### src/rtl/zynet_sequencer_if.sv
// Handshake bundle of the zyNet sequencer: sample source, network load/result and argmax result.
// The master modport is the sequencer side; the slave modport is the surrounding system.
interface zynet_sequencer_if #(
    parameter int unsigned WORD_SIZE   = 16,
    parameter int unsigned OUTPUT_SIZE = 10
);
    localparam int unsigned CLASS_W = $clog2(OUTPUT_SIZE);

    logic [WORD_SIZE-1:0]             s_data_i;
    logic                             s_valid_i;
    logic                             s_ready_o;
    logic [WORD_SIZE-1:0]             net_data_o;
    logic                             net_valid_o;
    logic                             net_ready_i;
    logic                             net_start_o;
    logic [OUTPUT_SIZE*WORD_SIZE-1:0] net_data_i;
    logic                             net_valid_i;
    logic                             net_yumi_o;
    logic [CLASS_W-1:0]               class_o;
    logic [WORD_SIZE-1:0]             score_o;
    logic                             timeout_o;
    logic                             valid_o;
    logic                             yumi_i;

    modport master (
        input  s_data_i, s_valid_i, net_ready_i, net_data_i, net_valid_i, yumi_i,
        output s_ready_o, net_data_o, net_valid_o, net_start_o, net_yumi_o,
        output class_o, score_o, timeout_o, valid_o
    );

    modport slave (
        output s_data_i, s_valid_i, net_ready_i, net_data_i, net_valid_i, yumi_i,
        input  s_ready_o, net_data_o, net_valid_o, net_start_o, net_yumi_o,
        input  class_o, score_o, timeout_o, valid_o
    );
endinterface

### src/rtl/zynet_sequencer.sv
// Frame sequencer for zyNet: forwards INPUT_LENGTH samples, starts the network, argmaxes its result.
// Optional WAIT watchdog enabled by defining ZYNET_SEQ_TIMEOUT_EN.
module zynet_sequencer #(
    parameter int unsigned WORD_SIZE      = 16,
    parameter int unsigned INPUT_LENGTH   = 256,
    parameter int unsigned OUTPUT_SIZE    = 10,
    parameter int unsigned TIMEOUT_CYCLES = 65535
) (
    input  logic clk_i,
    input  logic reset_i,
    input  logic go_i,
    output logic busy_o,
    zynet_sequencer_if.master bus
);
    localparam int unsigned CNT_W = $clog2(INPUT_LENGTH);
    localparam int unsigned IDX_W = $clog2(OUTPUT_SIZE);
    localparam logic [CNT_W-1:0] LAST_SAMPLE = CNT_W'(INPUT_LENGTH - 1);
    localparam logic [IDX_W-1:0] LAST_IDX    = IDX_W'(OUTPUT_SIZE - 1);

    if (INPUT_LENGTH < 2 || OUTPUT_SIZE < 2 || TIMEOUT_CYCLES == 0) begin : g_param_check
        $error("zynet_sequencer: INPUT_LENGTH and OUTPUT_SIZE must be >= 2, TIMEOUT_CYCLES > 0");
    end

    typedef enum logic [2:0] {IDLE, LOAD, START, WAIT, SCAN, HOLD} state_e;

    state_e                           state_q, state_d;
    logic [CNT_W-1:0]                 cnt_q;
    logic [IDX_W-1:0]                 idx_q;
    logic [OUTPUT_SIZE*WORD_SIZE-1:0] result_q;
    logic [WORD_SIZE-1:0]             best_q;
    logic [IDX_W-1:0]                 best_idx_q;
    logic [WORD_SIZE-1:0]             scan_word;
    logic                             xfer;
`ifdef ZYNET_SEQ_TIMEOUT_EN
    logic [31:0]                      wdog_q;
    logic                             timeout_q;
    logic                             timeout_hit;
`endif

    always_ff @(posedge clk_i or posedge reset_i) begin
        if (reset_i) state_q <= IDLE;
        else         state_q <= state_d;
    end

    always_comb begin
        state_d          = state_q;
        xfer             = 1'b0;
        busy_o           = (state_q != IDLE);
        bus.s_ready_o    = 1'b0;
        bus.net_valid_o  = 1'b0;
        bus.net_start_o  = 1'b0;
        bus.net_yumi_o   = 1'b0;
        bus.valid_o      = 1'b0;
        bus.net_data_o   = bus.s_data_i;
        bus.class_o      = best_idx_q;
        bus.score_o      = best_q;
        scan_word        = result_q[idx_q*WORD_SIZE +: WORD_SIZE];
`ifdef ZYNET_SEQ_TIMEOUT_EN
        timeout_hit      = 1'b0;
        bus.timeout_o    = timeout_q;
`else
        bus.timeout_o    = 1'b0;
`endif
        unique case (state_q)
            IDLE: if (go_i) state_d = LOAD;
            LOAD: begin
                bus.s_ready_o   = bus.net_ready_i;
                bus.net_valid_o = bus.s_valid_i;
                xfer            = bus.s_valid_i & bus.net_ready_i;
                if (xfer && cnt_q == LAST_SAMPLE) state_d = START;
            end
            START: begin
                bus.net_start_o = 1'b1;
                state_d         = WAIT;
            end
            WAIT: begin
                bus.net_yumi_o = bus.net_valid_i;
                // A result arriving on the expiry cycle takes priority over the watchdog.
                if (bus.net_valid_i) state_d = SCAN;
`ifdef ZYNET_SEQ_TIMEOUT_EN
                else if (wdog_q + 32'd1 == TIMEOUT_CYCLES) begin
                    timeout_hit = 1'b1;
                    state_d     = HOLD;
                end
`endif
            end
            SCAN: if (idx_q == LAST_IDX) state_d = HOLD;
            HOLD: begin
                bus.valid_o = 1'b1;
                if (bus.yumi_i) state_d = IDLE;
            end
            default: state_d = IDLE;
        endcase
    end

    always_ff @(posedge clk_i or posedge reset_i) begin
        if (reset_i) begin
            cnt_q      <= '0;
            idx_q      <= '0;
            result_q   <= '0;
            best_q     <= '0;
            best_idx_q <= '0;
        end else begin
            if (state_q == IDLE && go_i) cnt_q <= '0;
            else if (xfer)               cnt_q <= cnt_q + CNT_W'(1);

            if (state_q == WAIT && bus.net_valid_i) begin
                result_q   <= bus.net_data_i;
                best_q     <= bus.net_data_i[WORD_SIZE-1:0];
                best_idx_q <= '0;
                idx_q      <= IDX_W'(1);
            end else if (state_q == SCAN) begin
                // Strict greater-than so ties keep the lower index.
                if ($signed(scan_word) > $signed(best_q)) begin
                    best_q     <= scan_word;
                    best_idx_q <= idx_q;
                end
                idx_q <= idx_q + IDX_W'(1);
            end
`ifdef ZYNET_SEQ_TIMEOUT_EN
            else if (timeout_hit) begin
                best_q     <= '0;
                best_idx_q <= '0;
            end
`endif
        end
    end

`ifdef ZYNET_SEQ_TIMEOUT_EN
    always_ff @(posedge clk_i or posedge reset_i) begin
        if (reset_i) begin
            wdog_q    <= '0;
            timeout_q <= 1'b0;
        end else begin
            if (state_q == START)     wdog_q <= '0;
            else if (state_q == WAIT) wdog_q <= wdog_q + 32'd1;

            if (state_q == WAIT && bus.net_valid_i) timeout_q <= 1'b0;
            else if (timeout_hit)                   timeout_q <= 1'b1;
        end
    end
`endif
endmodule

### src/flat_wrapper.sv
// flat-port wrapper written by rule: the top's interface ports become plain ports
module zynet_sequencer_flat 
#(
    parameter int unsigned WORD_SIZE      = 16,
    parameter int unsigned INPUT_LENGTH   = 256,
    parameter int unsigned OUTPUT_SIZE    = 10,
    parameter int unsigned TIMEOUT_CYCLES = 65535
)
  (clk_i, reset_i, go_i, busy_o, bus_s_data_i, bus_s_valid_i, bus_net_ready_i, bus_net_data_i, bus_net_valid_i, bus_yumi_i, bus_s_ready_o, bus_net_data_o, bus_net_valid_o, bus_net_start_o, bus_net_yumi_o, bus_class_o, bus_score_o, bus_timeout_o, bus_valid_o);
  zynet_sequencer_if #(.WORD_SIZE(WORD_SIZE), .OUTPUT_SIZE(OUTPUT_SIZE)) bus_i ();
  input  logic clk_i;
  input  logic reset_i;
  input  logic go_i;
  output logic busy_o;
  input wire logic [$bits(bus_i.s_data_i)-1:0] bus_s_data_i;
  input wire logic [$bits(bus_i.s_valid_i)-1:0] bus_s_valid_i;
  input wire logic [$bits(bus_i.net_ready_i)-1:0] bus_net_ready_i;
  input wire logic [$bits(bus_i.net_data_i)-1:0] bus_net_data_i;
  input wire logic [$bits(bus_i.net_valid_i)-1:0] bus_net_valid_i;
  input wire logic [$bits(bus_i.yumi_i)-1:0] bus_yumi_i;
  output wire logic [$bits(bus_i.s_ready_o)-1:0] bus_s_ready_o;
  output wire logic [$bits(bus_i.net_data_o)-1:0] bus_net_data_o;
  output wire logic [$bits(bus_i.net_valid_o)-1:0] bus_net_valid_o;
  output wire logic [$bits(bus_i.net_start_o)-1:0] bus_net_start_o;
  output wire logic [$bits(bus_i.net_yumi_o)-1:0] bus_net_yumi_o;
  output wire logic [$bits(bus_i.class_o)-1:0] bus_class_o;
  output wire logic [$bits(bus_i.score_o)-1:0] bus_score_o;
  output wire logic [$bits(bus_i.timeout_o)-1:0] bus_timeout_o;
  output wire logic [$bits(bus_i.valid_o)-1:0] bus_valid_o;
  assign bus_i.s_data_i = bus_s_data_i;
  assign bus_i.s_valid_i = bus_s_valid_i;
  assign bus_i.net_ready_i = bus_net_ready_i;
  assign bus_i.net_data_i = bus_net_data_i;
  assign bus_i.net_valid_i = bus_net_valid_i;
  assign bus_i.yumi_i = bus_yumi_i;
  assign bus_s_ready_o = bus_i.s_ready_o;
  assign bus_net_data_o = bus_i.net_data_o;
  assign bus_net_valid_o = bus_i.net_valid_o;
  assign bus_net_start_o = bus_i.net_start_o;
  assign bus_net_yumi_o = bus_i.net_yumi_o;
  assign bus_class_o = bus_i.class_o;
  assign bus_score_o = bus_i.score_o;
  assign bus_timeout_o = bus_i.timeout_o;
  assign bus_valid_o = bus_i.valid_o;
  zynet_sequencer #(.WORD_SIZE(WORD_SIZE), .INPUT_LENGTH(INPUT_LENGTH), .OUTPUT_SIZE(OUTPUT_SIZE), .TIMEOUT_CYCLES(TIMEOUT_CYCLES)) u_core (.clk_i(clk_i), .reset_i(reset_i), .go_i(go_i), .busy_o(busy_o), .bus(bus_i));
endmodule
### config.mk
export PLATFORM = sky130hd
export DESIGN_NAME = zynet_sequencer_flat
export DESIGN_NICKNAME = d
export VERILOG_FILES = /design/src/rtl/zynet_sequencer_if.sv /design/src/rtl/zynet_sequencer.sv /design/src/flat_wrapper.sv
export SDC_FILE = /design/constraint.sdc
export NUM_CORES = 1
export LEC_CHECK = 0
export CAP_MARGIN = 15
export CORE_MARGIN = 2
export CORE_UTILIZATION = 40
export DETAILED_ROUTE_END_ITERATION = 12
export GPL_TIMING_DRIVEN = 0
export PLACE_DENSITY = 0.64
export SLEW_MARGIN = 25
export SYNTH_ARGS = -nofsm -noshare
export SYNTH_HDL_FRONTEND = slang
export SYNTH_SLANG_ARGS = --single-unit
### constraint.sdc
create_clock -name clk_i -period 8.95 [get_ports clk_i]
set_clock_uncertainty 0.05 [all_clocks]
set_input_delay 1.79 -clock clk_i [delete_from_list [all_inputs] [get_ports clk_i]]
set_output_delay 1.79 -clock clk_i [all_outputs]
set_load 0.01 [all_outputs]
==> results.md, run 1 <==
| Metric | Reported | Unit |
|:---|:---|:---|
| Max IR drop VDD | 0.106 | mV |
| Number of antenna diodes | 0 | - |
| Startpoint-to-endpoint class of the critical path | input port to output pin | - |
| All-Layer GR Usage | 23.0 | % |
| Area added between synthesis and finish | 32.8 | % |
| DRC viols | 0 | - |
| Largest fanout of any net on the critical path | 10 | - |
| Max_cap viols | 0 | - |
| Final Hold Vio Count | 0 | - |
| Floorplan Core Area | 0.0234 | mm^2 |
| Combinational family with the most area after synthesis | simple AND/OR/NAND/NOR gates | - |
| Die span in x | 158 | um |
| Worst Hold Class | flip-flop to flip-flop | - |
| Post-synthesis simple-gate area fraction | 23.1 | % |
| Gp weighted congestion | 0.958 | - |
| Top cell type's share of synthesized area | 51.3 | % |
| Slowest cell on the critical path | clkdlybuf4s50_1 | - |
| Most repeated library cell on the critical path | clkdlybuf4s50_1 | - |
| Worst Setup Start Kind | input port | - |
| Total of flip-flops plus latches after synthesis | 195 | - |
| Leading register cell type out of synthesis | dfrtp_1 | - |
| Fill cell total of the finished layout | 2161 | - |
| Critical Path RT | 7.11 | ns |
| Via density per instance | 4.95 | - |
| Most used standard cells in the synthesized netlist | nand2_1, dfrtp_1, a21oi_1, clkbuf_1, nor2_1 | - |
| Mapped Cells | 1041 | - |
| Met3 WL post-DR | 1870 | um |
| Fraction of registers with async set/reset | 100 | % |
| Pin slew with the least headroom to its limit | 0.663 | ns |
| Number of port buffers | 208 | - |
| Drt pass-1 iters | 5 | - |
| Sequence of cells on the critical path | clkdlybuf4s50_1 > nand4b_1 > buf_2 > inv_2 > clkbuf_1 > clkdlybuf4s50_1 | - |
| Layout cell share with drive strength beyond 1 | 9.28 | % |
| Worst r2r src | u_core.idx_q[0] | - |
| Routed metal-1 wirelength | 12200 | um |
| Post-detailed-route count of antenna-violating nets | 0 | - |
| Height of the die | 158 | um |
| Area of the mapped netlist | 0.00952 | mm^2 |
| Total chip power | 1.81 | mW |
| Area enclosed by the die boundary | 0.0250 | mm^2 |
| Max Clk Rate | 170 | MHz |
| Crit path max-delay family | buffers and inverters | - |
| Pins Over Slew Limit | 0 | - |
| HP Start | u_core.result_q[32] | - |
| Cts-stage hold buffer count | 0 | - |
| Crit path largest cell delay | 0.66 | ns |
| Clock buffers created by TritonCTS | 17 | - |
| Clock tree sinks | 195 | - |
| Global-route wire length before repair | 43000 | um |
| XOR/XNOR Fraction of Synth Area | 0.828 | % |
| Final Critical Period | 5.89 | ns |
| RSZ-0062 raised after global routing | no | - |
| Compound-gate portion of the synthesized area | 7.28 | % |
| Proportion of synthesized area in mux cells | 9.47 | % |
| Fraction of the mapped netlist area in adder cells | 2.50 | % |
| Average wire length per cell after detail routing | 17.4 | um |
| Sequential element share of the synthesized area | 51.3 | % |
| Largest area contributor in the synthesized netlist | dfrtp_1 | - |
| Max clock buf depth | 2 | - |
| Count leader, synth | nand2_1 | - |
| Critical path buffer and inverter count | 5 | - |
| Gr ovfl total | 0 | - |
| Post-CTS Setup Bufs | 0 | - |
| Violation count after the first detailed-routing iteration | 603 | - |
| Worst hold margin | 0.423 | ns |
| Starting density of the core | 40.7 | % |
| Clock Pin Slew Worst Setup and Hold Paths | 0.06 | ns |
| Net count, final | 1472 | - |
| Ratio of final minimum period to clock period | 65.8 | % |
| Mean Syn Cell Area | 9.14 | um^2 |
| Distinct cell type count after synthesis | 47 | - |
| Routed via count | 7922 | - |
| CP startpoint | bus_net_valid_i | - |
| Leak Pwr | 6.39 | nW |
| Via count of the first global-routing pass | 7838 | - |
| Arrival time worst endpoint | 4.05 | ns |
| Antenna violations before repair | 0 | - |
| Root buffer cell | clkbuf_16 | - |
| Clock tree from TritonCTS | yes | - |
| Top routing layer in use | met4 | - |
| Status | finished, final reports clean | - |
| Detailed-routed wire length on met2 | 13100 | um |
| Pwr Density | 143 | mW/mm^2 |
| Critical path endpoint category | output pin | - |
| Slew Limit Headroom | 55.8 | % |
| Largest net degree at the start of global routing | 85 | - |
| Number of cell rows | 56 | - |
| Insertion delay to the later sink of the worst-skew pair | 0.44 | ns |
| Post-synth net total | 1243 | - |
| Total of warnings raised by yosys | 0 | - |
| Biggest area contributors in the synthesized netlist | dfrtp_1, nand2_1, mux4_2, a21oi_1, ha_1 | - |
| Final count of negative-setup-slack endpoints | 0 | - |
| Half-perimeter wire length after placement | 21500 | um |
| # resized after CTS | 0 | - |
| I/O pin total | 226 | - |
| Post-synth EDFFs | 0 | - |
| CTS H-Tree Depth | 4 | - |
| Total routed wirelength | 27900 | um |
-- cell usage in the layout (no fill, tap or decap), drive strengths merged, types with 3 or more instances in the layout --
| cell | count |
|---|---|
| nor3 | 3 |
| xor2 | 5 |
| nor2b | 5 |
| mux2i | 18 |
| or3 | 3 |
| xnor2 | 4 |
| mux4 | 32 |
| clkinv | 6 |
| a21oi | 56 |
| and2 | 5 |
| clkbuf | 58 |
| nor2 | 39 |
| inv | 36 |
| ha | 19 |
| buf | 40 |
| nand4 | 7 |
| o21ai | 12 |
| dfrtp | 195 |
| nand2 | 485 |
| nand3 | 6 |
| clkdlybuf4s50 | 208 |
| o221ai | 12 |
| a21o | 4 |
| o21a | 3 |
| a221o | 4 |
-- cells by family after synthesis --
logic type	Yosys count
compound gates	97
xor+xnor	9
fa+ha+maj	19
buf+inv	110
flops	195
mux	50
other cells	1
simple gates	560
-- flip-flops by register name, indices dropped and copies added, names as in the netlist --
name / count
u_core.bus.score_o: 16
u_core.cnt_q: 8
u_core.bus.class_o: 4
u_core.state_q: 3
u_core.result_q: 160
u_core.idx_q: 4
-- through the flow --
stage	setup TNS [ns]	setup WS [ns]	util, %	instances	area (um^2)
after floorplan	0	1.80	-	1041	9520
after global placement	-157.69	-0.818	51.3	1568	12000
after detailed placement	0	3.10	51.5	1570	12100
after CTS	0	3.09	54.0	1602	12600
after global routing	0	2.93	54.0	1602	12600
final	0	3.06	54.0	1602	12600
-- metal layers --
layer  vias to the layer above  global-route usage [%]
met1                      3775                    32.4
met2                       293                    36.4
met3                        43                    3.72
met4                         0                    7.72
met5                         -                       0
li1                       3811                       -
-- path summary, 6_finish.rpt --
kind                                    endpoint  slack [ns]  depth (start not counted)
min reg2reg                  u_core.result_q[32]        0.42                          2
max                               bus_net_yumi_o        3.06                          6
max in group asynchronous    u_core.result_q[53]        6.39                          3
min                          u_core.result_q[32]        0.42                          2
min in group asynchronous   u_core.result_q[129]        1.71                          2
max reg2reg                u_core.bus.score_o[4]        4.89                         12
-- worst min-delay path, stage by stage, from the launching register on --
cell     delay [ns]
dfrtp_1        0.34
nand2_1        0.05
nand2_1        0.06
-- cell type report --
| cell class | count | area [um^2] | share of cell area [%] |
|---|---|---|---|
| timing repair buffer | 210 | 2140 | 16.9 |
| sequential | 195 | 4880 | 38.6 |
| multi-input combinational | 736 | 4120 | 32.6 |
| tap | 319 | 399 | 3.16 |
| buffer | 76 | 392 | 3.10 |
| clock inverter | 12 | 130 | 1.03 |
| inverter | 34 | 135 | 1.07 |
| clock buffer | 20 | 447 | 3.53 |
-- power breakdown --
part           internal, mW  total [mW]  switching [mW]
clock                 0.420       0.762           0.342
sequential            0.893       0.904          0.0106
combinational        0.0914       0.141          0.0492
total                  1.40        1.81           0.402
Power figures use the tool's default switching activity.
==> run 2: changes to the inputs <==
--- a/config.mk
+++ b/config.mk
@@ -10,7 +10,7 @@
 export CORE_UTILIZATION = 40
 export DETAILED_ROUTE_END_ITERATION = 12
 export GPL_TIMING_DRIVEN = 0
-export PLACE_DENSITY = 0.64
+export PLACE_DENSITY = 0.67
 export SLEW_MARGIN = 25
 export SYNTH_ARGS = -nofsm -noshare
 export SYNTH_HDL_FRONTEND = slang
==> constraint.sdc (replaced) <==
create_clock -name clk_i -period 4.7 [get_ports clk_i]
set_clock_uncertainty 0.05 [all_clocks]
set_input_delay 0.94 -clock clk_i [delete_from_list [all_inputs] [get_ports clk_i]]
set_output_delay 0.94 -clock clk_i [all_outputs]
set_load 0.01 [all_outputs]
==> results.md, run 2 (synthesis results as in run 1) <==
| Metric | Reported | Unit |
|:---|:---|:---|
| Insertion delay to the later sink of the worst-skew pair | 0.43 | ns |
| CTS H-Tree Depth | 4 | - |
| Placed cell count | 1575 | - |
| Final Hold Vio Count | 0 | - |
| # resized after CTS | 0 | - |
| Setup TNS after final layout | 0 | ns |
| Drt pass-1 iters | 5 | - |
| Clock buffers created by TritonCTS | 17 | - |
| Max clock buf depth | 2 | - |
| Pins Over Slew Limit | 0 | - |
| Gr ovfl total | 0 | - |
| DRC viols | 0 | - |
| Final core area utilization | 54.3 | % |
| Final count of negative-setup-slack endpoints | 0 | - |
| Max IR drop VDD | 0.191 | mV |
| All-Layer GR Usage | 23.4 | % |
| Max Clk Rate | 240 | MHz |
| R2R cell count | 13 | - |
| Net count, final | 1477 | - |
| Global-route wire length before repair | 43900 | um |
| Startpoint-to-endpoint class of the critical path | input port to output pin | - |
| Via count of the first global-routing pass | 8275 | - |
| Number of antenna diodes | 0 | - |
| Routed via count | 8111 | - |
| Largest fanout of any net on the critical path | 10 | - |
| Sequential cell area | 0.00488 | mm^2 |
| Fill cell total of the finished layout | 2174 | - |
| Starting density of the core | 40.7 | % |
| Critical Path RT | 3.71 | ns |
| Worst Hold Class | flip-flop to flip-flop | - |
| Gp weighted congestion | 0.962 | - |
| Clock tree from TritonCTS | yes | - |
| CP startpoint | bus_net_valid_i | - |
| Average wire length per cell after detail routing | 17.4 | um |
| Area added between synthesis and finish | 33.6 | % |
| Max_cap viols | 0 | - |
| Worst r2r src | u_core.idx_q[0] | - |
| Final Critical Period | 4.17 | ns |
| Post-CTS Setup Bufs | 0 | - |
| RSZ-0062 raised after global routing | no | - |
| Slew Limit Headroom | 55.1 | % |
| Total routed wirelength | 28000 | um |
| Status | finished, final reports clean | - |
| Post-detailed-route count of antenna-violating nets | 0 | - |
| Most frequent cells in the layout | nand2_1, clkdlybuf4s50_1, dfrtp_1, a21oi_1, clkbuf_1 | - |
| Root buffer cell | clkbuf_16 | - |
| Clock Pin Slew Worst Setup and Hold Paths | 0.07 | ns |
| Pin slew with the least headroom to its limit | 0.674 | ns |
| Layout cell share with drive strength beyond 1 | 9.40 | % |
| Hold path depth | 2 | - |
| Ratio of final minimum period to clock period | 88.7 | % |
| Most common cell after layout, fill and taps aside | nand2_1 | - |
| I/O pin total | 226 | - |
| Largest Register | u_core.result_q | - |
| HP Start | u_core.result_q[39] | - |
| Number of flip-flops in the largest register | 160 | - |
| Number of port buffers | 208 | - |
| Antenna violations before repair | 0 | - |
| Number of cell rows | 56 | - |
| Total chip power | 3.44 | mW |
| Die span in x | 158 | um |
| Largest net degree at the start of global routing | 33 | - |
| Cts-stage hold buffer count | 0 | - |
| Floorplan Core Area | 0.0234 | mm^2 |
| Clock tree sinks | 195 | - |
| Arrival time worst endpoint | 3.18 | ns |
| Area enclosed by the die boundary | 0.0250 | mm^2 |
| Height of the die | 158 | um |
| Post-layout instance count excluding filler cells | 1606 | - |
| Area occupied by multi-input gates | 0.00412 | mm^2 |
| Leak Pwr | 6.41 | nW |
| Violation count after the first detailed-routing iteration | 526 | - |
| Critical path endpoint category | output pin | - |
| Half-perimeter wire length after placement | 21600 | um |
| Pwr Density | 271 | mW/mm^2 |
| Worst Setup Start Kind | input port | - |
| Via density per instance | 5.05 | - |
run 2: area by class of cell:
type,count,area share (%)
sequential,195,38.4
multi-input combinational,736,32.4
timing repair buffer,215,17.5
clock buffer,23,3.68
tap,319,3.14
buffer,76,3.08
inverter,34,1.03
clock inverter,8,0.807
run 2: path summary, 6_finish.rpt:
| path | endpoint | slack [ns] |
|---|---|---|
| setup / recovery | bus_net_yumi_o | 0.53 |
| hold / removal | u_core.result_q[39] | 0.42 |
| setup reg to reg | u_core.bus.score_o[0] | 0.69 |
| hold reg to reg | u_core.result_q[39] | 0.42 |
| max in group asynchronous | u_core.result_q[117] | 2.86 |
| min in group asynchronous | u_core.result_q[137] | 0.68 |
run 2: critical path, stage by stage:
cell	delay [ns]
clkdlybuf4s50_1	0.48
nand4b_1	0.09
buf_2	0.22
inv_2	0.24
clkbuf_1	0.54
clkdlybuf4s50_1	0.66
run 2: power breakdown:
| group | internal, mW | switching [mW] | total (mW) |
|---|---|---|---|
| Sequential | 1.70 | 0.0199 | 1.72 |
| Combinational | 0.181 | 0.0980 | 0.279 |
| Clock | 0.811 | 0.631 | 1.44 |
run 2: routing by layer:
layer | wire length, um | track usage (%) | vias up
li1 | - | - | 3824
met1 | 12000 | 32.5 | 3891
met2 | 13100 | 37.2 | 345
met3 | 2040 | 3.72 | 51
met4 | 823 | 9.18 | 0
met5 | 0 | 0 | -
run 2: stage by stage:
step                      hold slack [ns]  cell area [um^2]  setup slack (ns)
after floorplan                     0.390              9520              1.19
after global placement              0.402             12000            -0.390
after detailed placement            0.407             12100             0.566
after CTS                           0.424             12700             0.550
after global routing                0.443             12700             0.432
final                               0.421             12700             0.533
